$ cat config.mk
export PLATFORM = sky130hd
export DESIGN_NAME = div_seq_ctrl
export DESIGN_NICKNAME = d
export VERILOG_FILES = /design/src/rtl/div_seq_ctrl.sv
export SDC_FILE = /design/constraint.sdc
export NUM_CORES = 1
export LEC_CHECK = 0
export ABC_CLOCK_PERIOD_IN_PS = 8300
export CAP_MARGIN = 10
export CORE_MARGIN = 2
export CORE_UTILIZATION = 45
export CTS_CLUSTER_SIZE = 28
export DETAILED_ROUTE_END_ITERATION = 10
export PLACE_DENSITY = 0.62
export SLEW_MARGIN = 5
export SYNTH_ARGS = -nofsm -noshare
export SYNTH_HDL_FRONTEND = slang
export SYNTH_SLANG_ARGS = --single-unit
$ cat constraint.sdc
create_clock -name clk -period 8.3 [get_ports clk]
set_input_delay 1.245 -clock clk [delete_from_list [all_inputs] [get_ports clk]]
set_output_delay 1.245 -clock clk [all_outputs]
set_load 0.01 [all_outputs]
$ cat src/rtl/div_seq_ctrl.sv
// div_seq_ctrl: multi-cycle signed divider sequencer for the MiniSRC datapath.
// Restoring shift-subtract, one quotient bit per clock; quotient -> LO, remainder -> HI.
// Results follow signed truncating division: quotient rounds toward zero,
// remainder carries the sign of the dividend.
module div_seq_ctrl #(
  parameter int unsigned WIDTH = 32
) (
  input  logic             clk,
  input  logic             clr,
  input  logic             start,
  input  logic [WIDTH-1:0] dividend,
  input  logic [WIDTH-1:0] divisor,
  output logic             busy,
  output logic             done,
  output logic [WIDTH-1:0] quotient,
  output logic [WIDTH-1:0] remainder,
  output logic             div_by_zero
);

  localparam int unsigned CW = (WIDTH > 1) ? $clog2(WIDTH) : 1;

  typedef enum logic [2:0] {
    S_IDLE,
    S_PREP,
    S_ITER,
    S_FIX,
    S_DONE
  } state_t;

  state_t           state;
  logic [WIDTH-1:0] a_cap;     // captured dividend
  logic [WIDTH-1:0] b_cap;     // captured divisor
  logic             a_neg;
  logic             b_neg;
  logic [WIDTH-1:0] dq;        // |dividend| shifting out, quotient bits shifting in
  logic [WIDTH-1:0] dvs;       // |divisor|
  logic [WIDTH:0]   pr;        // partial remainder, one spare bit for the shift
  logic [CW-1:0]    cnt;

  logic [WIDTH:0]   shifted;
  logic [WIDTH:0]   diff;
  logic             ge;

  // One restoring step: shift in the next dividend bit and trial-subtract.
  always_comb begin
    shifted = {pr[WIDTH-1:0], dq[WIDTH-1]};
    diff    = shifted - {1'b0, dvs};
    ge      = (shifted >= {1'b0, dvs});
  end

  // Sequencer: capture, magnitude prep, WIDTH iterations, sign fix-up, done pulse.
  always_ff @(posedge clk or posedge clr) begin
    if (clr) begin
      state       <= S_IDLE;
      busy        <= 1'b0;
      done        <= 1'b0;
      div_by_zero <= 1'b0;
      quotient    <= '0;
      remainder   <= '0;
      a_cap       <= '0;
      b_cap       <= '0;
      a_neg       <= 1'b0;
      b_neg       <= 1'b0;
      dq          <= '0;
      dvs         <= '0;
      pr          <= '0;
      cnt         <= '0;
    end else begin
      case (state)
        S_IDLE: begin
          if (start) begin
            a_cap       <= dividend;
            b_cap       <= divisor;
            a_neg       <= dividend[WIDTH-1];
            b_neg       <= divisor[WIDTH-1];
            busy        <= 1'b1;
            div_by_zero <= 1'b0;
            state       <= S_PREP;
          end
        end
        S_PREP: begin
          // Magnitudes as unsigned; the most negative value maps onto itself.
          dq    <= a_neg ? (~a_cap + WIDTH'(1)) : a_cap;
          dvs   <= b_neg ? (~b_cap + WIDTH'(1)) : b_cap;
          pr    <= '0;
          cnt   <= CW'(WIDTH - 1);
          state <= S_ITER;
        end
        S_ITER: begin
          if (ge) begin
            pr <= diff;
            dq <= {dq[WIDTH-2:0], 1'b1};
          end else begin
            pr <= shifted;
            dq <= {dq[WIDTH-2:0], 1'b0};
          end
          cnt <= cnt - CW'(1);
          if (cnt == '0) begin
            state <= S_FIX;
          end
        end
        S_FIX: begin
          if (b_cap == '0) begin
            quotient    <= '0;
            remainder   <= a_cap;
            div_by_zero <= 1'b1;
          end else begin
            quotient    <= (a_neg ^ b_neg) ? (~dq + WIDTH'(1)) : dq;
            remainder   <= a_neg ? (~pr[WIDTH-1:0] + WIDTH'(1)) : pr[WIDTH-1:0];
            div_by_zero <= 1'b0;
          end
          done  <= 1'b1;
          state <= S_DONE;
        end
        S_DONE: begin
          done  <= 1'b0;
          busy  <= 1'b0;
          state <= S_IDLE;
        end
        default: begin
          done  <= 1'b0;
          busy  <= 1'b0;
          state <= S_IDLE;
        end
      endcase
    end
  end

endmodule

After elaboration in Yosys (flattened, before gate mapping)
Index checks and enable logic that the tools add are counted.
- register bits: 237
- bits in latches: 0
- memory bits (writable): 0
- bits in read-only memories: 0
- bits of input ports: 67
- output and inout port bits: 67
- word-level logic and storage cells: 63
- memories kept: 0
- $add $sub $neg: 6
- $mul: 0
- div/mod/pow operators: 0
- $lt $le $gt $ge: 1
- eq/ne operators: 5
- shifts and indexed selects: 0
- mux-type cells: 20
- bitwise logic cells: 6
- reduce and logical (&&, ||, !) cells: 11
- operators by type and width (operator ; count):
    32-bit 2-to-1 mux ; 7
    32-bit by 1-bit adder with 32-bit output (second input constant) ; 4
    32-bit inverter ; 4
    32-bit case mux with 2 select lines ; 2
    33-bit by 32-bit >= comparator with 1-bit output ; 1
    32-bit logical NOT ; 1
    32-bit subtractor ; 1
    3-bit case mux with 4 select lines ; 1
    5-bit case mux with 2 select lines ; 1
    2-bit AND reduction ; 4
    3-bit by 2-bit equality test with 1-bit output (second input constant) ; 2
    3-bit 2-to-1 mux ; 2
    1-bit case mux with 2 select lines ; 3
    3-bit OR reduction ; 2
    5-bit logical NOT ; 1
    5-bit by 1-bit subtractor with 5-bit output (second input constant) ; 1
    1-bit 2-to-1 mux ; 4
    2-bit != test (second input constant) ; 2
    2-bit nonzero test ; 2
    3-bit by 1-bit equality test with 1-bit output (second input constant) ; 1
    3-bit logical NOT ; 1
    1-bit inverter ; 1
    1-bit bitwise XOR ; 1

Longest topological paths before layout
- depth in word-level cells: 4
- depth in mapped cells: 12
- mapped depth without buffers: 12

Worst setup path after synthesis
No wires, ideal clock.
- path kind: reg-to-reg
- start: reg dq[31]
- end: reg pr[30]
- library setup time: 0.087 ns
- arrival time: 2.911 ns
- data required time: 8.213 ns
- setup slack: 5.302 ns
- stages on the path, launching flop included: 13
- buffers on the path: 0
- clock period less this slack: 2.998 ns
- path through: dfrtp_1 > inv_1 > ha_1 > inv_1 > fa_1 > a21o_1 > a221o_1 > a31oi_1 > o211ai_1 > a21o_1 > a221oi_1 > mux2_2 > o211ai_1
- cells in the longest elaborated chain, start to end: 3
- elaborated cells between the ends (all ways): 4
- those cells by class: add/sub: 1; order compare: 1; mux: 2
- RTL lines (what ; line ; RTL):
    start: declaration ; 35 ; logic [WIDTH-1:0] dq;
    start signal: assignment ; 83 ; dq <= a_neg ? (~a_cap + WIDTH'(1)) : a_cap;
    start signal: assignment ; 92 ; dq <= {dq[WIDTH-2:0], 1'b1};
    start signal: assignment ; 95 ; dq <= {dq[WIDTH-2:0], 1'b0};
    32-bit subtractor or 33-bit by 32-bit >= comparator with 1-bit output (tied branches) ; 47, 48 ;
    32-bit 2-to-1 mux (*) ; 90 ; if (ge) begin
    32-bit case mux with 2 select lines (*) ; 69 ; case (state)
    end signal: assignment ; 91 ; pr <= diff;
    end signal: assignment ; 94 ; pr <= shifted;
    end: declaration ; 37 ; logic [WIDTH:0] pr;
Mark *: on every way between the ends. The rest lies on a longest branch, timed or not.
A chain may end at the register's enable or synchronous reset.

Final worst setup path
Ends and elaborated chain as after synthesis.

==> impl_metrics.csv <==
group,metric,value,unit
outcome,run_status,"finished, final reports clean",
cells_and_area,post-route-util,54.8,%
power,total_switching_power,3.29,mW
sta,worst_clock_skew,0.0143,ns
place,port_buffers,133,
power,cell_internal_pwr,4.33,mW
sta,relSlewSlack,31.9,%
sta,grt_setup_unrepaired,"no",
cts,cts.root.buffer_cell,"clkbuf_16",
setup_path,timing.critical_path.max_delay_family,"compound AO/OA/AOI/OAI gates",
cells_and_area,sequential_standard_cell_area,0.00588,mm^2
global_routing,busiest_layer,"met2",
synth,synth_edf_count,0,
detailed_routing,route.detailed.drc,0,
power,pwr-share-clk,16.7,%
setup_path,end_kind,"flop",
setup_path,worst_r2r_path_depth,12,
setup_path,criticalPathCategory,"reg2reg",
power,p_seq_share,30.2,%
setup_path,cpMaxStageDelayCell,"fa_1",
setup_path,cp_data_required_time,8.75,ns
synth,ys_seq_area_share,43.0,%
detailed_routing,drt-vias-per-instance,5.49,
global_routing,grt_first_pass_wirelength,54.3,mm
hold_path,timing.hold.worst_path_depth,2,
setup_path,timing.rr.end,"pr[30]$_DFFE_PP0P_",
global_routing,grt_max_degree,138,
cells_and_area,layout-drive-gt1-share,10.2,%
hold_path,hold_end,"quotient[0]$_DFFE_PP0P_",
cts,cts_resized,0,
setup_path,critical-path-max-stage-delay,0.39,ns
synth,synth_simple_gate_area_share,13.5,%
synth,synthesis.instances,1450,
synth,ys_dominant_reg_cell,"dfrtp_1",
sta,fmax,0.288,GHz
cells_and_area,fillers,2682,
setup_path,critPathMaxFanout,6,
detailed_routing,drt_iter0_drc,526,
detailed_routing,detail_route.wl_per_cell,16.8,um
global_routing,grt.met2_usage,35.1,%
cts,cts.path.max_buffers,3,
die,start_util,45.9,%
power,pwr_density_cell,467,mW/mm^2
cts,clock_tree_from_tritoncts,"done",
cts,post_cts_hold_buffer_count,0,
power,worst_ir_drop_vdd,0.184,mV
synth,synth-async-reset-ratio,100,%
cts,clock_latency,0.54,ns
detailed_routing,postRouteAntennaNets,0,
die,core_region_area,0.0298,mm^2
setup_path,r2r-start,"dq[31]$_DFFE_PP0P_",
synth,yosys.area_share.adder,3.62,%
die,dieHeight,178,um
synth,synth_xor_area_share,9.34,%
cells_and_area,multi_input_comb_area,0.00729,mm^2
cells_and_area,post-route-cell-area,0.0163,mm^2
global_routing,track_usage,21.1,%
sta,hold-worst-slack,0.472,ns
cts,cts_num_sinks,235,
synth,synthDistinctLibCells,68,
cts,cts_buffers,28,
synth,synth.area.top_cells,"dfrtp_1 (43%), o21ai_0 (6.6%), xor2_1 (5.8%), mux2_2 (5.3%), nand2_1 (5.2%)",
synth,syn_nets,1556,
die,chip_width,178,um
synth,synth.area.mux_share,7.83,%
sta,final_hold_violating_endpoints,0,
synth,synth_compound_gate_area_share,18.9,%
die,floorplan.io_pins,134,
cells_and_area,area_growth,19.2,%
setup_path,reg2reg_setup_slack,4.83,ns
sta,slew_violations,0,
synth,synthesis.area_per_instance,9.44,um^2
sta,setup_viol,0,
place,hpwl,23.9,mm
setup_path,critPathLaunchType,"flop",
global_routing,groute.layer.met3.usage,2.41,%
global_routing,antenna_found_initial,0,
synth,synth_area,0.0137,mm^2
setup_path,worst-path-buf-inv,2,
setup_path,worst_ep_arrival_time,3.92,ns
synth,synth_largest_area_cell,"dfrtp_1",
hold_path,hold_start,"quotient[0]$_DFFE_PP0P_",
detailed_routing,first_pass_iters,5,
detailed_routing,route.final.wire_length,32.9,mm
detailed_routing,detailroute.via_count,10800,
synth,yosysWarnings,0,
cts,clock_tree.htree_level_count,1,
sta,period_utilisation_layout,41.8,%
cells_and_area,nets_finish,1655,
hold_path,hold_path.class,"reg2reg",
cells_and_area,antenna_cells_inserted,0,
global_routing,grt_remaining_overflow,0,
setup_path,cp_cell_sequence,"inv_1, ha_1, inv_1, fa_1, a21o_1, a221o_1, a31oi_1, o211ai_1, a21o_1, a221oi_1, mux2_2, o211ai_1",
synth,synth_seq_cells,235,
power,p_leak,7.11,nW
power,swShare,43.2,%
global_routing,grt_use_met1,29.2,%
die,num_rows,63,
sta,final.setup.tns,0,ns
sta,worst-slew-pin-transition,1.02,ns
synth,synth_top_area_share,43.0,%
place,routabilityCongestion,0.882,
run,max-cap-violations,0,
cts,clkTransAtPathRegs,0.06,ns
sta,period_minus_slack,3.47,ns
place,placedInstanceArea,0.0153,mm^2
cts,cts.repair_timing.setup_buffer_count,0,
synth,synth_top_family_by_area,"compound AO/OA/AOI/OAI gates",
power,combPwrFrac,53.1,%
die,die_ar,0.0318,mm^2
global_routing,first_global_vias,10400,
power groups by stage:
stage	Clock, mW	Sequential (mW)	Combinational [mW]
after floorplan	0	2.18	3.02
after global placement	0	2.30	4.02
after detailed placement	0	2.32	4.06
after CTS	1.30	2.30	4.08
after global routing	1.35	2.40	4.56
final	1.27	2.30	4.05
per-stage QoR:
stage	total power, mW	setup WS (ns)	std cells
after floorplan	5.20	0.609	1450
after global placement	6.32	4.87	1908
after detailed placement	6.38	4.86	1909
after CTS	7.68	4.83	1961
after global routing	8.31	4.55	1961
final	7.62	4.83	1961
flip-flops by register name, summed over array words and instances (netlist names):
name	flops
a_cap	32
b_cap	32
busy	1
cnt	5
div_by_zero	1
done	1
dq	32
dvs	32
pr	32
quotient	32
remainder	32
state	3
cells in the final DEF, fill, tap and decap left out, types with 54 or more instances in the layout:
cell             netlist  final
dfrtp_1              235    234
nand2_1              190    190
o21ai_0              181    181
clkdlybuf4s50_1        0    133
xor2_1                91     91
mux2_2                64     64
a21oi_1               57     57
xnor2_1               55     55
nor2_1                56     55
inv_1                 55     54
worst max path at each step:
stage,from,to,cells after the start
final,dq[31]$_DFFE_PP0P_,pr[30]$_DFFE_PP0P_,12
after global routing,pr[5]$_DFFE_PP0P_,pr[30]$_DFFE_PP0P_,9
after CTS,dq[31]$_DFFE_PP0P_,pr[30]$_DFFE_PP0P_,12
after detailed placement,dq[31]$_DFFE_PP0P_,pr[30]$_DFFE_PP0P_,12
after global placement,dq[31]$_DFFE_PP0P_,pr[30]$_DFFE_PP0P_,12
after floorplan,clr,a_cap[0]$_DFFE_PP0P_,1
Yosys cell counts, drive strengths merged, types with 13 or more instances:
| library cell | number |
|---|---|
| a21o | 15 |
| a21oi | 57 |
| a22oi | 31 |
| a31oi | 13 |
| clkbuf | 69 |
| dfrtp | 235 |
| ha | 38 |
| inv | 55 |
| mux2 | 64 |
| mux2i | 35 |
| nand2 | 190 |
| nand2b | 13 |
| nand3 | 16 |
| nor2 | 57 |
| nor4 | 13 |
| o21ai | 187 |
| o31ai | 50 |
| o41ai | 18 |
| or3 | 13 |
| or4 | 18 |
| xnor2 | 55 |
| xor2 | 91 |
worst register-to-register path, delay by kind of cell (launching register included):
family | cells | cell delay, ns
buffers and inverters | 2 | 0.21
multiplexers | 1 | 0.37
flip-flops | 1 | 0.38
AO/OA/AOI/OAI | 7 | 1.83
adder cells (fa/ha/maj) | 2 | 0.58
cells by family (layout without fill, tap and decap cells):
kind of cell / count (synthesis) / after routing
flops: 235 / 235
fa+ha+maj: 39 / 39
simple gates: 377 / 377
compound gates: 419 / 419
mux: 99 / 99
xor+xnor: 146 / 146
buf+inv: 135 / 256
area by class of cell:
| class | count | area share, % |
|---|---|---|
| clock buffer | 40 | 5.31 |
| sequential | 235 | 36.0 |
| clock inverter | 12 | 0.782 |
| timing repair buffer | 148 | 8.83 |
| inverter | 56 | 1.33 |
| multi-input combinational | 1080 | 44.7 |
| tap | 390 | 2.99 |
layer usage:
metal | share of wire (%) | wire length, um
met4 | 2.7 | 877
met1 | 47 | 15500
met2 | 46 | 15200
met5 | 0 | 0
met3 | 4.0 | 1330
(Power assumes the default switching activity.)
